`src/rtl/arm_imm_pkg.sv`:
```
// Shared types, widths and the even-rotate helper for the ARM rotated-immediate encoder/decoder.
package arm_imm_pkg;
  localparam int IMM8_W = 8;
  localparam int ROT_W  = 4;
  localparam int WORD_W = 32;
  localparam logic [ROT_W-1:0] ROT_MAX = 4'd15;

  typedef enum logic [1:0] {IDLE, SEARCH, DONE} state_t;

  // Rotate left by 2*r; the doubled word makes the wrap-around a plain shift.
  function automatic logic [WORD_W-1:0] rol_even(input logic [WORD_W-1:0] v,
                                                 input logic [ROT_W-1:0] r);
    logic [2*WORD_W-1:0] d;
    d = {v, v} << {r, 1'b0};
    return d[2*WORD_W-1:WORD_W];
  endfunction
endpackage

```
`src/rtl/imm_rol_stage.sv`:
```
// One search candidate: the word rotated left by 2*r, and whether it fits in imm8.
module imm_rol_stage
  import arm_imm_pkg::*;
(
  input  logic [WORD_W-1:0] val,
  input  logic [ROT_W-1:0]  r,
  output logic [IMM8_W-1:0] imm8,
  output logic              fits8
);
  logic [WORD_W-1:0] cand;

  always_comb begin
    cand  = rol_even(val, r);
    imm8  = cand[IMM8_W-1:0];
    fits8 = (cand[WORD_W-1:IMM8_W] == '0);
  end
endmodule

```
`src/rtl/imm_rotate_encoder.sv`:
```
// Iterative ARM rotated-immediate encoder: tries one rotation per cycle, lowest first.
module imm_rotate_encoder
  import arm_imm_pkg::*;
(
  input  logic              clk,
  input  logic              reset,
  input  logic              start,
  input  logic [WORD_W-1:0] value,
  input  logic              carry_in,
  output logic              busy,
  output logic              done,
  output logic              found,
  output logic [ROT_W-1:0]  rotate_imm,
  output logic [IMM8_W-1:0] immediate,
  output logic              carry_out
);
  state_t            state;
  logic [WORD_W-1:0] val_q;
  logic              cin_q;
  logic [ROT_W-1:0]  r_q;
  logic [IMM8_W-1:0] imm8;
  logic              fits8;

  imm_rol_stage u_rol (.val(val_q), .r(r_q), .imm8(imm8), .fits8(fits8));

  always_ff @(posedge clk) begin
    if (reset) begin
      state      <= IDLE;
      val_q      <= '0;
      cin_q      <= 1'b0;
      r_q        <= '0;
      busy       <= 1'b0;
      done       <= 1'b0;
      found      <= 1'b0;
      rotate_imm <= '0;
      immediate  <= '0;
      carry_out  <= 1'b0;
    end else begin
      case (state)
        IDLE: begin
          done <= 1'b0;
          if (start) begin
            val_q <= value;
            cin_q <= carry_in;
            r_q   <= '0;
            busy  <= 1'b1;
            state <= SEARCH;
          end
        end
        SEARCH: begin
          if (fits8) begin
            found      <= 1'b1;
            immediate  <= imm8;
            rotate_imm <= r_q;
            // Unrotated operands pass the C flag through, as the shifter does.
            carry_out  <= (r_q == '0) ? cin_q : val_q[WORD_W-1];
            busy       <= 1'b0;
            done       <= 1'b1;
            state      <= DONE;
          end else if (r_q == ROT_MAX) begin
            found      <= 1'b0;
            immediate  <= '0;
            rotate_imm <= '0;
            carry_out  <= cin_q;
            busy       <= 1'b0;
            done       <= 1'b1;
            state      <= DONE;
          end else begin
            r_q <= r_q + 1'b1;
          end
        end
        DONE: begin
          done  <= 1'b0;
          state <= IDLE;
        end
        default: state <= IDLE;
      endcase
    end
  end
endmodule

```
`config.mk`:
```
export PLATFORM = sky130hd
export DESIGN_NAME = imm_rotate_encoder
export DESIGN_NICKNAME = d
export VERILOG_FILES = /design/src/rtl/arm_imm_pkg.sv /design/src/rtl/imm_rol_stage.sv /design/src/rtl/imm_rotate_encoder.sv
export SDC_FILE = /design/constraint.sdc
export NUM_CORES = 1
export LEC_CHECK = 0
export CAP_MARGIN = 10
export CORE_MARGIN = 3
export CORE_UTILIZATION = 34
export CTS_CLUSTER_DIAMETER = 30
export DETAILED_ROUTE_END_ITERATION = 7
export GPL_TIMING_DRIVEN = 0
export SLEW_MARGIN = 20
export SYNTH_ARGS = -nofsm -noshare
export SYNTH_HDL_FRONTEND = slang
export SYNTH_SLANG_ARGS = --single-unit
```
`constraint.sdc`:
```
create_clock -name clk -period 3.1 [get_ports clk]
set_clock_uncertainty 0.1 [all_clocks]
set_input_delay 0.93 -clock clk [delete_from_list [all_inputs] [get_ports clk]]
set_output_delay 0.93 -clock clk [all_outputs]
set_load 0.01 [all_outputs]
```
==> impl_metrics.py, run 1 <==
metrics = {
    "status": {
        "status": "finished, final reports clean",
    },
    "clock_tree": {
        "h-tree-depth": 2,
        "cts_hold_buf": 0,
        "cts.sinks": 55,
        "cts_tree": "yes",
        "clk_pin_slew_ps": 100,
        "clk_path_buf_depth": 2,
        "cts_root_buf": "clkbuf_8",
        "clock_latency_ps": 310,
        "cts_made_buffers": 5,
    },
    "place": {
        "gp_congestion": 0.959,
        "port_buffers": 50,
        "place_ws_ps": -65.6,
        "dp_cells": 600,
        "dp_hpwl_um": 8790,
        "dpl_cell_area_um2": 4460,
    },
    "yosys": {
        "synthSimpleGateAreaFrac_pct": 20.1,
        "synth_top_family_by_area": "multiplexers",
        "ys_ff_latch": 55,
        "synth_area_per_cell_um2": 9.15,
        "synth_edf_count": 0,
        "yosysSeqAreaShare_pct": 29.1,
        "syn_inst": 414,
        "synth_nets": 452,
        "synth_mux_area_share_pct": 24.2,
        "yosysUniqueCellTypes": 60,
        "yosys_warnings": 0,
        "synthesis.area_um2": 3790,
        "async_flop_share_pct": 0,
        "ys_dominant_reg_cell": "dfxtp_1",
        "synth_adder_area_share_pct": 0.661,
        "synth_compound_area_share_pct": 19.4,
        "synth_xor_area_share_pct": 0.231,
    },
    "cells_and_area": {
        "area.sequential_um2": 1100,
        "final_cell_count_no_fill": 612,
        "nFillCells": 1054,
        "multiInputGateArea_um2": 2480,
        "utilization_pct": 43.9,
        "fin_area_um2": 4640,
        "fin_nets": 514,
        "syn_to_final_growth_pct": 22.5,
        "diodes": 0,
        "drive_above_1_share_pct": 15.5,
    },
    "timing": {
        "fin_crit_sh_pct": 97.0,
        "whs_ps": 364,
        "finalSetupTns_ps": 0,
        "relSlewSlack_pct": 53.4,
        "tightest_slew_ps": 700,
        "fmax_mhz": 332,
        "setup_viol": 0,
        "slew_violations": 0,
        "fin_crit_ps": 3010,
        "fin_ws_ps": 92.3,
        "hold_violations": 0,
    },
    "routing": {
        "ant_nets": 0,
        "route.detailed.drc": 0,
        "viasPerCell": 5.90,
        "wl_per_cell_um": 19.2,
        "dr.pass1.iters": 5,
        "wl_um": 11700,
        "drt-initial-drc-count": 407,
        "routed-via-count": 3609,
    },
    "global_routing": {
        "use_met3_pct": 2.93,
        "grt_use_met2_pct": 28.0,
        "antenna_found_initial": 0,
        "grt_busiest_layer": "met2",
        "grt_first_pass_wirelength_um": 18500,
        "grt_use_met1_pct": 27.1,
        "grt_max_degree": 17,
        "first_global_vias": 3330,
        "gr-total-overflow": 0,
        "grt_use_total_pct": 18.4,
    },
    "critical_path": {
        "worst_setup_path_end_kind": "flop",
        "path_cells": "buf_2 > clkbuf_4 > clkbuf_4 > a211oi_1 > a2111oi_1 > o2111ai_1 > a22oi_4 > a21bo_4 > a21oi_4 > buf_6 > a22o_1",
        "crit_buf_inv": 4,
        "cp-start-kind": "flop",
        "crit_family": "compound AO/OA/AOI/OAI gates",
        "path_depth": 11,
        "worstPathMaxFanout": 10,
        "crit_type": "flop to flop",
        "critPathMaxStageDelay_ps": 490,
        "ff2ff_path_depth": 11,
        "cp_data_arrival_time_ps": 3120,
        "cp_common_cell": "clkbuf_4",
        "cp.required_ps": 3220,
        "slowest_stage": "a2111oi_1",
    },
    "floorplan": {
        "io-pin-count": 52,
        "core_area_um2": 10600,
        "die_area_um2": 12400,
        "rows": 37,
        "die_x_um": 112,
        "fp.dieH_um": 112,
        "initial_core_util_pct": 35.9,
    },
    "power_and_ir_drop": {
        "vdd.ir_drop.worst_mv": 0.230,
        "power_density_nw_per_um2": 414,
        "p_leak_nw": 1.59,
        "fin_total_pwr_mw": 1.92,
    },
    "min_path": {
        "min_path_type": "flop to flop",
        "whs_path_depth": 1,
    },
    "run": {
        "drv_cap": 0,
    },
}
## layout make-up
type | instances | share of cell area [%]
Sequential cell | 55 | 23.8
Clock inverter | 1 | 0.189
Clock buffer | 6 | 1.78
Inverter | 5 | 0.405
Tap cell | 136 | 3.67
Timing Repair Buffer | 55 | 11.6
Multi-Input combinational cell | 313 | 53.4
Buffer | 41 | 5.18
## cell families (layout without fill, tap and decap cells)
logic type / after synthesis / after routing
compound gates: 102 / 102
xor+xnor: 1 / 1
fa+ha+maj: 2 / 2
buf+inv: 46 / 108
flops: 55 / 55
mux: 52 / 52
simple gates: 156 / 156
## cells in the mapped netlist (2+ instances only)
master	instances	area share, %
a211oi_1	8	1.6
a21oi_1	46	6.1
a22o_1	11	2.5
a31o_2	2	0.46
a31oi_1	2	0.33
and2_1	9	1.5
buf_1	11	1.1
buf_2	6	0.79
buf_4	3	0.59
buf_6	5	1.5
clkbuf_1	15	1.5
dfxtp_1	55	29
ha_1	2	0.66
inv_1	4	0.40
mux2_2	2	0.59
mux2i_1	21	5.6
mux4_1	8	5.6
mux4_2	21	12
nand2_1	79	7.8
nand3_1	12	1.6
nor2_1	19	1.9
nor3_1	15	2.0
nor4_1	4	0.66
nor4b_1	4	0.92
nor4bb_1	3	0.79
o2111ai_1	2	0.46
o211ai_1	2	0.40
o21ai_0	8	1.1
o31ai_1	2	0.40
or3_1	3	0.50
## final timing paths
check	startpoint	end	slack [ps]
setup / recovery	r_q[2]	rotate_imm[1]	90
hold / removal	found	found	360
setup reg to reg	r_q[2]	rotate_imm[1]	90
hold reg to reg	found	found	360
## metal layers
layer	vias up	share of wire (%)
met5	-	0
met3	23	9.0
met2	201	44
met4	0	1.8
met1	1709	45
li1	1676	-
## what timing repair did
item | CTS | global route
setup buffers | 0 | 5
hold endpoints to repair | 0 | 0
pin swaps | 0 | 5
endpoints found under the setup margin | 13 | 17
gates resized for setup | 4 | 15
## registers in the layout, indices dropped and copies added (netlist names)
register / cells
state: 2
r_q: 4
immediate: 8
val_q: 32
busy: 1
cin_q: 1
rotate_imm: 4
found: 1
done: 1
carry_out: 1
## cell usage in the layout (no fill, tap or decap), drive strengths merged, types with 3 or more instances in the layout
| cell | instances |
|---|---|
| or3 | 3 |
| nor4 | 6 |
| nand2 | 80 |
| a21oi | 47 |
| o2111ai | 3 |
| mux2i | 21 |
| clkdlybuf4s50 | 50 |
| and2 | 9 |
| nor3 | 17 |
| nor4b | 4 |
| inv | 5 |
| nor2 | 19 |
| a22o | 11 |
| nor4bb | 3 |
| o21ai | 8 |
| buf | 27 |
| a211oi | 8 |
| clkbuf | 25 |
| dfxtp | 55 |
| nand3 | 12 |
| mux4 | 29 |
## power by group
| part | total, mW | internal (mW) | switching, mW |
|---|---|---|---|
| Combinational | 0.693 | 0.318 | 0.374 |
| Clock | 0.429 | 0.181 | 0.248 |
| Sequential | 0.797 | 0.743 | 0.0541 |
No activity file was read; power rests on OpenSTA's default activity.
==> run 2: changes to the inputs <==
Settings changed: ABC_AREA set to 1, TNS_END_PERCENT set to 30.
==> impl_metrics.py, run 2 <==
metrics = {
    "status": {
        "status": "finished, final reports clean",
    },
    "place": {
        "dpl_cell_area_um2": 4130,
        "dp_hpwl_um": 9020,
        "gp_congestion": 0.934,
        "port_buffers": 51,
    },
    "cells_and_area": {
        "largest-register": "val_q",
        "multiInputGateArea_um2": 2090,
        "largest_reg_flops": 32,
        "drive_above_1_share_pct": 5.67,
        "syn_to_final_growth_pct": 22.1,
        "nFillCells": 1155,
        "layout_common_cells": "nand2_1 (214), nor2_1 (112), nand3_1 (93)",
        "fin_nets": 691,
        "diodes": 0,
        "utilization_pct": 43.0,
        "final_common_cell": "nand2_1",
        "reg_top3": "val_q: 32 flops, immediate: 8 flops",
        "area.sequential_um2": 1100,
        "fin_area_um2": 4220,
    },
    "min_path": {
        "hp-start": "rotate_imm[1]",
        "whs_path_depth": 2,
        "min_path_type": "flop to flop",
        "hold-path-endpoint": "rotate_imm[1]",
    },
    "routing": {
        "routed-via-count": 3926,
        "dr.pass1.iters": 5,
        "wl_per_cell_um": 14.4,
        "wl_um": 11300,
        "ant_nets": 0,
        "drt-initial-drc-count": 259,
        "viasPerCell": 4.99,
        "route.detailed.drc": 0,
    },
    "yosys": {
        "yosys.area.top_type_share_pct": 31.9,
        "yosys.cell_count.top_type": "nand2_1",
        "async_flop_share_pct": 0,
        "yosys-top-cells-area": "dfxtp_1 (32%), nand2_1 (23%), nand3_1 (13%)",
        "yosysSeqAreaShare_pct": 31.9,
        "synth_nets": 633,
        "synth_area_per_cell_um2": 5.81,
        "synth_edf_count": 0,
        "yosys.area.top_type": "dfxtp_1",
        "synthesis.area_um2": 3460,
        "ys_dominant_reg_cell": "dfxtp_1",
        "yosys_warnings": 0,
        "ys_ff_latch": 55,
        "yosys-top-cells-count": "nand2_1 (214), nor2_1 (112), nand3_1 (93)",
        "syn_inst": 595,
        "yosysUniqueCellTypes": 26,
    },
    "critical_path": {
        "worst_setup_path_end_kind": "flop",
        "cp-start-kind": "flop",
        "cp.required_ps": 3220,
        "cp_data_arrival_time_ps": 2680,
        "r2r_setup_slack_ps": 540,
        "r2r-start": "r_q[1]",
        "ff2ff_path_depth": 16,
        "crit_type": "flop to flop",
        "worstPathMaxFanout": 10,
        "timing.rr.end": "immediate[5]",
    },
    "clock_tree": {
        "cts_setup_buffers": 0,
        "h-tree-depth": 2,
        "clock_latency_ps": 320,
        "cts_hold_buf": 0,
        "cts_resized": 0,
        "cts_made_buffers": 5,
        "cts.sinks": 55,
        "clk_path_buf_depth": 2,
        "clk_pin_slew_ps": 90,
        "cts_root_buf": "clkbuf_8",
        "cts_tree": "yes",
    },
    "floorplan": {
        "core_area_um2": 9820,
        "rows": 36,
        "io-pin-count": 52,
        "die_area_um2": 11400,
        "die_x_um": 107,
        "initial_core_util_pct": 35.2,
        "fp.dieH_um": 107,
    },
    "timing": {
        "tightest_slew_ps": 594,
        "fin_crit_ps": 2560,
        "hold_violations": 0,
        "fin_crit_sh_pct": 82.4,
        "slew_violations": 0,
        "relSlewSlack_pct": 60.4,
        "rsz0062_at_grt": "false",
        "finalSetupTns_ps": 0,
        "setup_viol": 0,
        "fmax_mhz": 391,
    },
    "power_and_ir_drop": {
        "vdd.ir_drop.worst_mv": 0.155,
        "power_density_nw_per_um2": 410,
        "p_leak_nw": 1.98,
    },
    "run": {
        "drv_cap": 0,
    },
    "global_routing": {
        "first_global_vias": 3739,
        "grt_use_total_pct": 20.7,
        "gr-total-overflow": 0,
        "antenna_found_initial": 0,
        "grt_first_pass_wirelength_um": 18600,
        "grt_max_degree": 16,
    },
}
## run 2: cell types whose count changed in the layout (fill, tap and decap cells not counted), sizes merged, moves of 8 or more
cell,change
a211oi,-8
mux2i,-21
o21ai,+35
nand3,+82
nor3,-17
mux4,-29
inv,+13
a21oi,-42
nor2,+96
a22o,-11
nand2,+139
## run 2: where the power goes
| group | internal (mW) | switching [mW] | total (mW) |
|---|---|---|---|
| sequential | 0.745 | 0.0349 | 0.780 |
| combinational | 0.194 | 0.345 | 0.538 |
| clock | 0.176 | 0.234 | 0.410 |
## run 2: critical path, stage by stage (launching register included)
cell	delay, ps
dfxtp_1	350
buf_2	240
buf_2	340
nand3_1	120
nand2_1	170
inv_1	60
nor2_1	100
nand2_1	60
nand2_1	110
nand3_1	100
nand2_2	110
nand3_4	110
nand2_2	110
nand2_4	90
buf_6	180
nand3_1	70
nand2_1	50
## run 2: final cells by class
| class | count | share of cell area (%) |
|---|---|---|
| tap | 133 | 3.94 |
| multi-input combinational | 486 | 49.5 |
| clock buffer | 6 | 1.96 |
| inverter | 20 | 1.84 |
| buffer | 34 | 4.51 |
| clock inverter | 1 | 0.119 |
| timing repair buffer | 51 | 12.1 |
| sequential | 55 | 26.1 |
## run 2: worst max-delay path by stage
stage                       from            to
final                     r_q[1]  immediate[5]
after global routing      r_q[1]  immediate[2]
after CTS                  start     val_q[28]
after detailed placement   start     val_q[25]
after global placement     start     val_q[21]
after floorplan           r_q[0]  immediate[0]
## run 2: metal layers
layer | vias to the layer above | global-route usage, % | share of wire, %
met5 | - | 0 | 0
met4 | 0 | 5.57 | 1.7
met3 | 15 | 3.31 | 5.5
met2 | 114 | 33.8 | 45
met1 | 1783 | 28.4 | 47
li1 | 2014 | - | -
## run 2: per-stage QoR
stage | power (mW) | hold slack (ps) | worst slack [ps] | std cells
2_1_floorplan | 1.15 | 363 | 1130 | 595
5_1_grt | 1.84 | 393 | 345 | 786
6_report | 1.73 | 367 | 545 | 786
3_3_place_gp | 1.33 | 352 | 218 | 779
3_5_place_dp | 1.33 | 355 | 172 | 779
4_1_cts | 1.74 | 369 | 521 | 786
## run 2: logic make-up after synthesis
kind of cell	share of synthesized area, %
flops	31.9
mux	0.326
fa+ha+maj	0.724
buf+inv	7.75
compound gates	7.28
simple gates	52.1
==> run 3: changes to the inputs <==
Clock period 3.1 ns to 2.3 ns, I/O delays scaled along.
==> impl_metrics.py, run 3 (synthesis results as in run 2) <==
metrics = {
    "power_and_ir_drop": {
        "power_density_nw_per_um2": 527,
        "power_frac_comb_pct": 34.4,
        "vdd.ir_drop.worst_mv": 0.223,
        "p_switching_uw": 878,
        "clkPwrFrac_pct": 22.5,
        "p_leak_nw": 2.15,
        "swShare_pct": 35.8,
        "p_int_mw": 1.57,
        "pwr-share-seq_pct": 43.1,
    },
    "clock_tree": {
        "cts_root_buf": "clkbuf_8",
        "clk_pin_slew_ps": 90,
        "h-tree-depth": 2,
        "cts_hold_buf": 0,
        "cts_made_buffers": 5,
        "cts_tree": "yes",
        "cts.sinks": 55,
        "clk_path_buf_depth": 2,
        "clock_latency_ps": 320,
    },
    "global_routing": {
        "grt_first_pass_wirelength_um": 18800,
        "gr-total-overflow": 0,
        "grt_max_degree": 16,
        "first_global_vias": 3764,
        "grt_use_total_pct": 20.8,
        "antenna_found_initial": 0,
    },
    "cells_and_area": {
        "final_common_cell": "nand2_1",
        "final_cell_count_no_fill": 797,
        "diodes": 0,
        "fin_nets": 702,
        "reg_top3": "val_q: 32 flops, immediate: 8 flops",
        "largest_reg_flops": 32,
        "nFillCells": 1127,
        "layout_common_cells": "nand2_1 (174), nor2_1 (110), nand3_1 (81)",
        "syn_to_final_growth_pct": 34.6,
        "utilization_pct": 47.4,
        "drive_above_1_share_pct": 16.7,
        "area.sequential_um2": 1100,
        "fin_area_um2": 4650,
        "largest-register": "val_q",
        "multiInputGateArea_um2": 2280,
    },
    "critical_path": {
        "cp.required_ps": 2420,
        "ff2ff_path_depth": 18,
        "worstPathMaxFanout": 10,
        "crit_buf_inv": 4,
        "critPathMaxStageDelay_ps": 340,
        "r2r_setup_slack_ps": -10,
        "crit_type": "flop to flop",
        "path_cells": "buf_6 > inv_6 > buf_8 > nand2_1 > nand3_1 > nand2_1 > nand2_1 > nand2_1 > nand2_1 > nor2_1 > nand2_1 > nand2_2 > nand3_4 > nand2_4 > nand2_8 > clkbuf_16 > nand3_1 > nand2_1",
        "worst_setup_path_end_kind": "flop",
        "slowest_stage": "dfxtp_2",
        "cp-start-kind": "flop",
        "cp_data_arrival_time_ps": 2430,
        "cp_common_cell": "nand2_1",
        "r2r-start": "r_q[0]",
        "timing.rr.end": "immediate[1]",
        "crit_family": "simple AND/OR/NAND/NOR gates",
    },
    "place": {
        "gp_congestion": 0.934,
        "dp_cells": 779,
        "dp_hpwl_um": 9020,
        "port_buffers": 51,
        "dpl_cell_area_um2": 4130,
    },
    "run": {
        "drv_cap": 0,
    },
    "min_path": {
        "hold-path-endpoint": "rotate_imm[1]",
        "whs_path_depth": 2,
        "min_path_type": "flop to flop",
        "hp-start": "rotate_imm[1]",
    },
    "status": {
        "status": "finished, violations left",
        "violations": "setup timing",
    },
    "timing": {
        "finalSetupTns_ps": -42.2,
        "fin_crit_sh_pct": 101,
        "rsz0062_at_grt": "true",
        "hold_violations": 0,
        "fin_ws_ps": -13.4,
        "whs_ps": 366,
        "tightest_slew_ps": 539,
        "relSlewSlack_pct": 64.0,
        "fin_crit_ps": 2310,
        "setup_viol": 4,
        "slew_violations": 0,
        "fmax_mhz": 432,
    },
    "routing": {
        "route.detailed.drc": 0,
        "wl_per_cell_um": 14.9,
        "ant_nets": 0,
        "dr.pass1.iters": 5,
        "wl_um": 11900,
        "routed-via-count": 4048,
        "drt-initial-drc-count": 281,
        "viasPerCell": 5.08,
    },
    "floorplan": {
        "die_area_um2": 11400,
        "fp.dieH_um": 107,
        "io-pin-count": 52,
        "core_area_um2": 9820,
        "rows": 36,
        "initial_core_util_pct": 35.2,
        "die_x_um": 107,
    },
}
[run 3: worst max path at each step]
stage,start,end,slack (ps),cells past startpoint
2_1_floorplan,r_q[0],immediate[0],330,18
3_3_place_gp,start,val_q[21],-340,6
3_5_place_dp,start,val_q[25],-390,6
4_1_cts,r_q[0],immediate[4],-10,17
5_1_grt,r_q[0],immediate[0],-180,18
6_report,r_q[0],immediate[1],-10,18
[run 3: worst reg2reg max path: stages (launching register included)]
cell	delay, ps
dfxtp_2	340
buf_6	130
inv_6	60
buf_8	150
nand2_1	90
nand3_1	80
nand2_1	130
nand2_1	80
nand2_1	90
nand2_1	60
nor2_1	110
nand2_1	70
nand2_2	90
nand3_4	120
nand2_4	120
nand2_8	80
clkbuf_16	190
nand3_1	60
nand2_1	50
[run 3: cell type report]
cell class	instances	area share (%)
clock inverter	1	0.108
clock buffer	6	1.78
inverter	20	1.91
sequential	55	23.7
tap	133	3.58
timing repair buffer	62	13.8
buffer	34	6.03
multi-input combinational	486	49.0
[run 3: per-stage QoR]
| step | worst slack, ps | total power, mW |
|---|---|---|
| finish | -13.4 | 2.45 |
| floorplan | 331 | 1.55 |
| global placement | -342 | 1.79 |
| detailed placement | -388 | 1.79 |
| CTS | -10.1 | 2.37 |
| global route | -183 | 2.61 |
[run 3: layer usage]
metal	vias to the layer above	share of wire [%]	GRT usage, %
met5	-	0	0
met4	0	1.2	5.66
met3	14	5.2	3.07
met2	116	47	34.1
met1	1881	47	28.7
li1	2037	-	-
[run 3: what timing repair did]
action | in CTS | in global routing
gates cloned | 0 | 4
resized for setup | 27 | 71
endpoints found under the setup margin | 32 | 34
setup buffers | 1 | 6
pin swaps | 0 | 24
[run 3: power by group through the flow]
stage / clock network, mW / logic, mW / registers (mW)
2_1_floorplan: 0 / 0.491 / 1.06
3_3_place_gp: 0 / 0.716 / 1.07
3_5_place_dp: 0 / 0.719 / 1.07
4_1_cts: 0.574 / 0.747 / 1.05
5_1_grt: 0.600 / 0.942 / 1.06
6_report: 0.551 / 0.844 / 1.06
